--- config.mk ---
export PLATFORM = sky130hd
export DESIGN_NAME = instruction_fetch_unit
export DESIGN_NICKNAME = d
export VERILOG_FILES = /design/src/rtl/cpu_pkg.sv /design/src/rtl/next_pc_unit.sv /design/src/rtl/instruction_fetch_unit.sv
export SDC_FILE = /design/constraint.sdc
export NUM_CORES = 1
export LEC_CHECK = 0
export ABC_AREA = 0
export CAP_MARGIN = 20
export CORE_UTILIZATION = 49
export DETAILED_ROUTE_END_ITERATION = 6
export HOLD_SLACK_MARGIN = 0.06
export PLACE_DENSITY = 0.85
export SYNTH_ARGS = -nofsm -noshare
export SYNTH_HDL_FRONTEND = slang
export SYNTH_SLANG_ARGS = --single-unit
--- constraint.sdc ---
create_clock -name clk -period 3.95 [get_ports clk]
set_input_delay 0.79 -clock clk [delete_from_list [all_inputs] [get_ports clk]]
set_output_delay 0.79 -clock clk [all_outputs]
set_load 0.005 [all_outputs]
--- src/rtl/cpu_pkg.sv ---
// Shared constants for the single-issue CPU front end.
// Holds the address and instruction widths, the fetch FSM state type, the
// instruction field positions and the branch offset width. The instruction
// decoder uses the same definitions.
package cpu_pkg;
  localparam int PC_W    = 8;
  localparam int INSTR_W = 13;
  localparam int OFF_W   = 4;

  // Instruction field positions
  localparam int DA_LSB = 4;   // DA  = [5:4]
  localparam int BA_LSB = 0;   // BA  = [1:0]
  localparam int BC_BIT = 6;
  localparam int JB_BIT = 10;
  localparam int PL_LSB = 11;  // PL decode = [12:11]

  typedef enum logic [1:0] {IDLE, REQ, HOLD} fetch_state_t;
endpackage

--- src/rtl/next_pc_unit.sv ---
// Combinational next-PC selection.
// Ports: PC (current PC), Instruction (word being accepted), PL/JB/BC
// (decoder controls), Z/N (datapath flags), JumpAddr (register jump target),
// NextPC (selected next PC). Arithmetic wraps modulo 2^PC_W.
module next_pc_unit #(
  parameter int PC_W    = cpu_pkg::PC_W,
  parameter int INSTR_W = cpu_pkg::INSTR_W
) (
  input  logic [PC_W-1:0]    PC,
  input  logic [INSTR_W-1:0] Instruction,
  input  logic               PL,
  input  logic               JB,
  input  logic               BC,
  input  logic               Z,
  input  logic               N,
  input  logic [PC_W-1:0]    JumpAddr,
  output logic [PC_W-1:0]    NextPC
);
  import cpu_pkg::*;

  logic [OFF_W-1:0] off;
  logic [PC_W-1:0]  off_sx;
  logic             taken;
  logic             unused_instr;

  // Branch offset is {DA, BA}, a 4-bit two's complement displacement.
  assign off          = {Instruction[DA_LSB+1:DA_LSB], Instruction[BA_LSB+1:BA_LSB]};
  assign off_sx       = {{(PC_W-OFF_W){off[OFF_W-1]}}, off};
  assign taken        = BC ? N : Z;
  assign unused_instr = ^{Instruction[INSTR_W-1:DA_LSB+2], Instruction[DA_LSB-1:BA_LSB+2]};

  always_comb begin
    NextPC = PC + PC_W'(1);
    if (PL) begin
      if (JB)         NextPC = JumpAddr;
      else if (taken) NextPC = PC + off_sx;
    end
  end
endmodule

--- src/rtl/instruction_fetch_unit.sv ---
// Instruction fetch unit: PC register, req/ack fetch from instruction memory,
// valid/ready hand-off to the decoder, next-PC update on accept.
// Ports: clk, rst_n (async low); Run; IMemAddr/IMemReq out, IMemAck/IMemData
// in; Instruction/InstrValid out, InstrReady in; PL/JB/BC decoder controls,
// Z/N flags and JumpAddr for next-PC selection. All outputs come from flops.
module instruction_fetch_unit #(
  parameter int                         PC_W     = cpu_pkg::PC_W,
  parameter int                         INSTR_W  = cpu_pkg::INSTR_W,
  parameter logic [cpu_pkg::PC_W-1:0]   RESET_PC = '0
) (
  input  logic               clk,
  input  logic               rst_n,
  input  logic               Run,
  output logic [PC_W-1:0]    IMemAddr,
  output logic               IMemReq,
  input  logic               IMemAck,
  input  logic [INSTR_W-1:0] IMemData,
  output logic [INSTR_W-1:0] Instruction,
  output logic               InstrValid,
  input  logic               InstrReady,
  input  logic               PL,
  input  logic               JB,
  input  logic               BC,
  input  logic               Z,
  input  logic               N,
  input  logic [PC_W-1:0]    JumpAddr
);
  import cpu_pkg::*;

  fetch_state_t        state, state_nxt;
  logic [PC_W-1:0]     pc, next_pc;
  logic [INSTR_W-1:0]  instr;
  logic                accept;

  assign accept = (state == HOLD) && InstrReady;

  always_ff @(posedge clk or negedge rst_n) begin
    if (!rst_n) state <= IDLE;
    else        state <= state_nxt;
  end

  always_comb begin
    state_nxt = state;
    case (state)
      IDLE:    if (Run) state_nxt = REQ;
      REQ:     if (IMemAck) state_nxt = HOLD;
      HOLD:    if (InstrReady) state_nxt = Run ? REQ : IDLE;
      default: state_nxt = IDLE;
    endcase
  end

  // Handshake flags are registered copies of the next state so they change
  // exactly with the state register.
  always_ff @(posedge clk or negedge rst_n) begin
    if (!rst_n) begin
      pc         <= PC_W'(RESET_PC);
      instr      <= '0;
      IMemReq    <= 1'b0;
      InstrValid <= 1'b0;
    end else begin
      if (state == REQ && IMemAck) instr <= IMemData;
      if (accept)                  pc    <= next_pc;
      IMemReq    <= (state_nxt == REQ);
      InstrValid <= (state_nxt == HOLD);
    end
  end

  next_pc_unit #(.PC_W(PC_W), .INSTR_W(INSTR_W)) u_next_pc (
    .PC(pc), .Instruction(instr), .PL(PL), .JB(JB), .BC(BC), .Z(Z), .N(N),
    .JumpAddr(JumpAddr), .NextPC(next_pc)
  );

  assign IMemAddr    = pc;
  assign Instruction = instr;
endmodule

Word-level counts from Yosys, hierarchy flattened
Cells that the tools add are included.

Bits of input ports: 31. Register bits after elaboration: 25. Memories kept: 0. Word-level logic and storage cells: 23. Bits in latches: 0. Memory bits (writable): 0. ROM bits: 0. Output and inout port bits: 23.

Magnitude comparators: 0. Bitwise logic cells: 0. Div/mod/pow operators: 0. Multiplexer cells: 9. Shifts and indexed selects: 0. Add/sub/neg operators: 2. Reductions and logical operators: 3. Equal/unequal tests: 4. Multiply operators: 0.

Operator list (count): $mux 8 (3); $add 8x1->8 const B (1); $add 8x8->8 (1); $mux 2 (3); $pmux 2 s3 (1); $eq 2x1->1 const B (2); $eq 2x2->1 const B (2); $logic_and 1x1->1 (2); $logic_not 2->1 (1); $mux 1 (2).

Logic depth before layout (Yosys ltp)
Depth in word-level cells: 4. Mapped depth: 9. Gate-level depth less buffers: 9.

By module
Synthesis repeated with hierarchy kept, for this count alone.

Cells, all modules: 146. Area total of the unflattened synthesis: 1576.5 sq um.

Modules (own cells, without submodules): instruction_fetch_unit (cells an instance 58, sequential area each 625.6 sq um, instances 1, area an instance 980.9 sq um); next_pc_unit (cells an instance 88, sequential area each 0.0 sq um, instances 1, area an instance 595.6 sq um).

Worst setup path before layout
Ideal clock, no wire load.

Path type: register to register. From: register pc[0], in the netlist IMemAddr[0]. To: register pc[6], in the netlist IMemAddr[6]. Cell stages (with the launch flop): 9. Arrival time: 1.901 ns. Clock period less this slack: 1.997 ns. Setup time: 0.095 ns. Slack: 1.953 ns. Buffers on the path: 0. Required time: 3.855 ns. Cell sequence: dfrtp_1 > ha_1 > inv_1 > fa_1 > nand2b_1 > a21oi_1 > or4_1 > nor3b_1 > o31ai_1.

Cells in the longest elaborated chain, start to end: 4. Elaborated cells on any way between the ends: 5. Those cells by class: add/sub: 2; mux: 3.

RTL lines: start, declared (line instruction_fetch_unit.sv:31) `logic [PC_W-1:0] pc, next_pc;`; start signal, assigned (line instruction_fetch_unit.sv:56) `pc <= PC_W'(RESET_PC);`; start signal, assigned (line instruction_fetch_unit.sv:62) `if (accept) pc <= next_pc;`; $add 8x1->8 or $add 8x8->8 (tied branches) (line next_pc_unit.sv:33, next_pc_unit.sv:36); $mux 8 (line next_pc_unit.sv:36) `else if (taken) NextPC = PC + off_sx;`; $mux 8 (line next_pc_unit.sv:35) `if (JB) NextPC = JumpAddr;`; $mux 8 * (line next_pc_unit.sv:34) `if (PL) begin`.

Every way passes the cells marked *; elsewhere a longest branch is shown, timed or not. A chain may end at the register's enable or synchronous reset.

Worst setup path in the final report
Same ends and word-level chain as after synthesis.

==> results.tsv <==
stage	metric	value	unit
global_route	initial antenna violation count	0	
clock_network	latest clock arrival within the worst-skew pair	320	ps
drt	final WL	3.91	mm
place	routability cong.	0.848	
synthesis	post-synthesis sequential area ratio	39.0	%
clock_network	Num CTS Buffers	3	
global_route	GRT overflow	0	
clock_network	hold buffer count at cts	0	
global_route	busiest grt layer	met2	
critical_path	Worst setup EP type	flop	
timing	Period Utilization, post-route	56.5	%
drt	TritonRoute pass-1 iters	4	
drt	vias per cell	5.64	
timing	Final TNS setup	0	ps
critical_path	CP startpoint kind	flop	
power	switching pwr	645	µW
timing	Fin. Hold Viols	0	
critical_path	Max FO, Critical Path	7	
clock_network	CTS tree	built	
global_route	M1 GR Usage	30.8	%
timing	post-layout minimum cycle time	2230	ps
synthesis	Avg Cell Area, Syn	9.16	µm²
timing	RSZ-0062 raised after global routing	false	
place	worst setup slack after placement	1430	ps
layout	share of post-route cells with drive strength above 1	9.29	%
drt	residual DRC count	0	
layout	Final nets	267	
floorplanning	die width	59.2	µm
hold_path	worst min path class	reg -> reg	
floorplanning	Die Y	59.2	µm
timing	final number of setup-violating endpoints	0	
timing	worst-margin pin slew	576	ps
global_route	first-pass GRT wire length	6.50	mm
power	Lkg Pwr	0.000898	µW
power	clock power share	7.1	%
run	MaxCap Viol Count	0	
timing	relative slew slack	61.5	%
clock_network	CTS Sinks	25	
synthesis	Cell Area, Synth	1600	µm²
layout	Diodes inserted	0	
place	IO buf count	53	
critical_path	R2R Setup Slk	1720	ps
synthesis	Syn Inst Count	175	
drt	Vias	1523	
hold_path	Hold Path Depth	1	
layout	Area Overhead vs Synth	37.2	%
synthesis	Syn Nets	215	
power	pwr/cell area	739	nW/µm²
place	dpl hpwl	2.99	mm
critical_path	cells along the critical path	ha_1, inv_1, fa_1, nand2b_1, a21oi_1, or4_1, nor3b_1, o31ai_1	
clock_network	post-CTS sizing	0	
critical_path	crit path DAT	2470	ps
critical_path	RR Startpoint	IMemAddr[0]	
drt	Routed WL per cell	14.5	µm
power	switching share of power	39.7	%
global_route	met3 layer usage reported by global route	5.46	%
critical_path	r2r endpoint	IMemAddr[6]	
timing	max frequency	448	MHz
critical_path	slowest cell on the critical path	dfrtp_1	
hold_path	Endpoint, Worst Hold	Instruction[10]	
global_route	gr usage total	25.0	%
drt	Iteration-0 DRC Markers	76	
timing	clock skew	1.98	ps
global_route	GRT met2 Usage	42.1	%
critical_path	CP peak stage delay	480	ps
clock_network	htree depth	1	
clock_network	clock root buffer	clkbuf_4	
status	status	finished, final reports clean	
synthesis	Seq cells post-synth	25	
clock_network	Clock Pin Slew Worst Setup and Hold Paths	130	ps
drt	Routed Antenna Nets	0	
power	Int Power	979	µW
power	Seq pwr share	32.1	%
floorplanning	initial core utilization	52.1	%
floorplanning	num rows	20	
critical_path	class of the most critical setup path	reg -> reg	
timing	final slew viol count	0	
clock_network	Post-CTS Setup Bufs	0	
critical_path	Reg2Reg Depth	8	
floorplanning	Die Area	3500	µm²
floorplanning	num ports	54	
timing	setup ws final	1720	ps
synthesis	Cell variety after synth	38	
clock_network	CTS Buffer Depth	2	
global_route	largest net degree at the start of global routing	26	
global_route	number of global-route vias before repair	1464	
power	Worst VDD drop	0.434	mV
timing	worst hold slack	520	ps
power	Logic pwr share	60.8	%
synthesis	Synthesis Warnings	0	
critical_path	Critical Path RT	4190	ps
hold_path	min-delay src	Instruction[10]	
floorplanning	Std-Cell Core Area	3080	µm²
[logic make-up after synthesis]
logic type                 synth area share, %
and+or+nand+nor                           16.5
AOI/OAI and AO/OA                         18.3
DFF                                       39.0
buffers and inverters                     3.75
muxes                                     10.5
adders and majority gates                 7.49
xor gates and xnor gates                  4.37
[registers in the layout (all words and copies together) (netlist names)]
| signal | count |
|---|---|
| IMemAddr | 8 |
| IMemReq | 1 |
| InstrValid | 1 |
| Instruction | 13 |
| state | 2 |
[worst max-delay path by stage]
stage	start	endpoint	slack, ps	cells past startpoint
global placement	BC	IMemAddr[2]	1530	6
detailed placement	BC	IMemAddr[2]	1430	6
CTS	IMemAddr[0]	IMemAddr[6]	1710	8
finish	IMemAddr[0]	IMemAddr[6]	1720	8
floorplan	IMemAddr[0]	IMemAddr[6]	1950	8
global route	IMemAddr[0]	IMemAddr[6]	1510	8
[power groups by stage]
| stage | sequential (µW) | combinational, µW | clock, µW |
|---|---|---|---|
| 6_report | 522 | 987 | 115 |
| 5_1_grt | 544 | 1090 | 128 |
| 4_1_cts | 520 | 984 | 122 |
| 3_5_place_dp | 526 | 977 | 0 |
| 3_3_place_gp | 519 | 951 | 0 |
| 2_1_floorplan | 506 | 583 | 0 |
[stage by stage]
stage / utilization [%] / cell area (µm²) / total power (µW) / instances
after global routing: 71.5 / 2200 / 1760 / 270
after global placement: 70.1 / 2160 / 1470 / 265
after CTS: 71.0 / 2180 / 1630 / 269
after floorplan: - / 1600 / 1090 / 175
final: 71.5 / 2200 / 1620 / 270
after detailed placement: 70.1 / 2160 / 1500 / 265
[metal layers]
layer	vias to the layer above	part of all wire, %
li1	735	-
met1	726	43
met2	58	49
met3	4	6.3
met4	0	1.5
met5	-	0
[Yosys cell counts (all sizes together)]
cell | number | area share (%)
a41o | 1 | 0.62
or2 | 1 | 0.39
nand2b | 4 | 1.6
o21ai | 16 | 5.0
clkbuf | 4 | 0.94
nor4 | 2 | 0.78
nor2 | 17 | 4.0
dfrtp | 25 | 39
a221oi | 1 | 0.55
nand3 | 4 | 1.2
a211oi | 3 | 1.7
ha | 8 | 6.2
a22oi | 1 | 0.47
fa | 1 | 1.2
o32ai | 2 | 1.1
nor2b | 1 | 0.39
and4b | 1 | 0.62
inv | 8 | 1.9
mux2 | 14 | 9.8
xor2 | 1 | 0.55
a2111oi | 1 | 0.62
a21oi | 13 | 4.3
a31oi | 2 | 0.78
o22ai | 2 | 0.78
a21o | 1 | 0.47
and2 | 1 | 0.39
o21bai | 1 | 0.47
buf | 3 | 0.94
xnor2 | 7 | 3.8
a311oi | 1 | 0.55
nor3b | 3 | 1.4
o31ai | 2 | 0.94
nor3 | 5 | 1.6
nand2 | 16 | 3.7
or4 | 1 | 0.47
mux2i | 1 | 0.62
[cell type report]
type	instances	area, µm²
Multi-Input combinational cell	135	917
Fill cell	243	878
Sequential cell	25	626
Timing Repair Buffer	54	546
Tap cell	44	55.1
Inverter	8	30.0
Clock buffer	4	26.3
[critical path: cells and delay by family, from the launching register on]
family,cells,cell delay [ps]
AO/OA/AOI/OAI,2,340
buffers and inverters,1,80
flip-flops,1,480
adder cells (fa/ha/maj),2,460
AND/OR/NAND/NOR,3,810
[cell usage in the layout (no fill, tap or decap), types with 2 or more instances in the layout]
cell / n
o21ai_0: 16
a21oi_1: 12
nand2_1: 16
mux2_2: 14
nor3_1: 5
o32ai_1: 2
inv_1: 8
clkbuf_4: 3
a211oi_1: 2
dfrtp_1: 25
nand3_1: 4
nor4_1: 2
xnor2_1: 7
a31oi_1: 2
nor2_1: 17
nor3b_1: 3
o31ai_1: 2
o22ai_1: 2
ha_1: 8
nand2b_1: 4
clkdlybuf4s50_1: 53
Power figures use the tool's default switching activity.
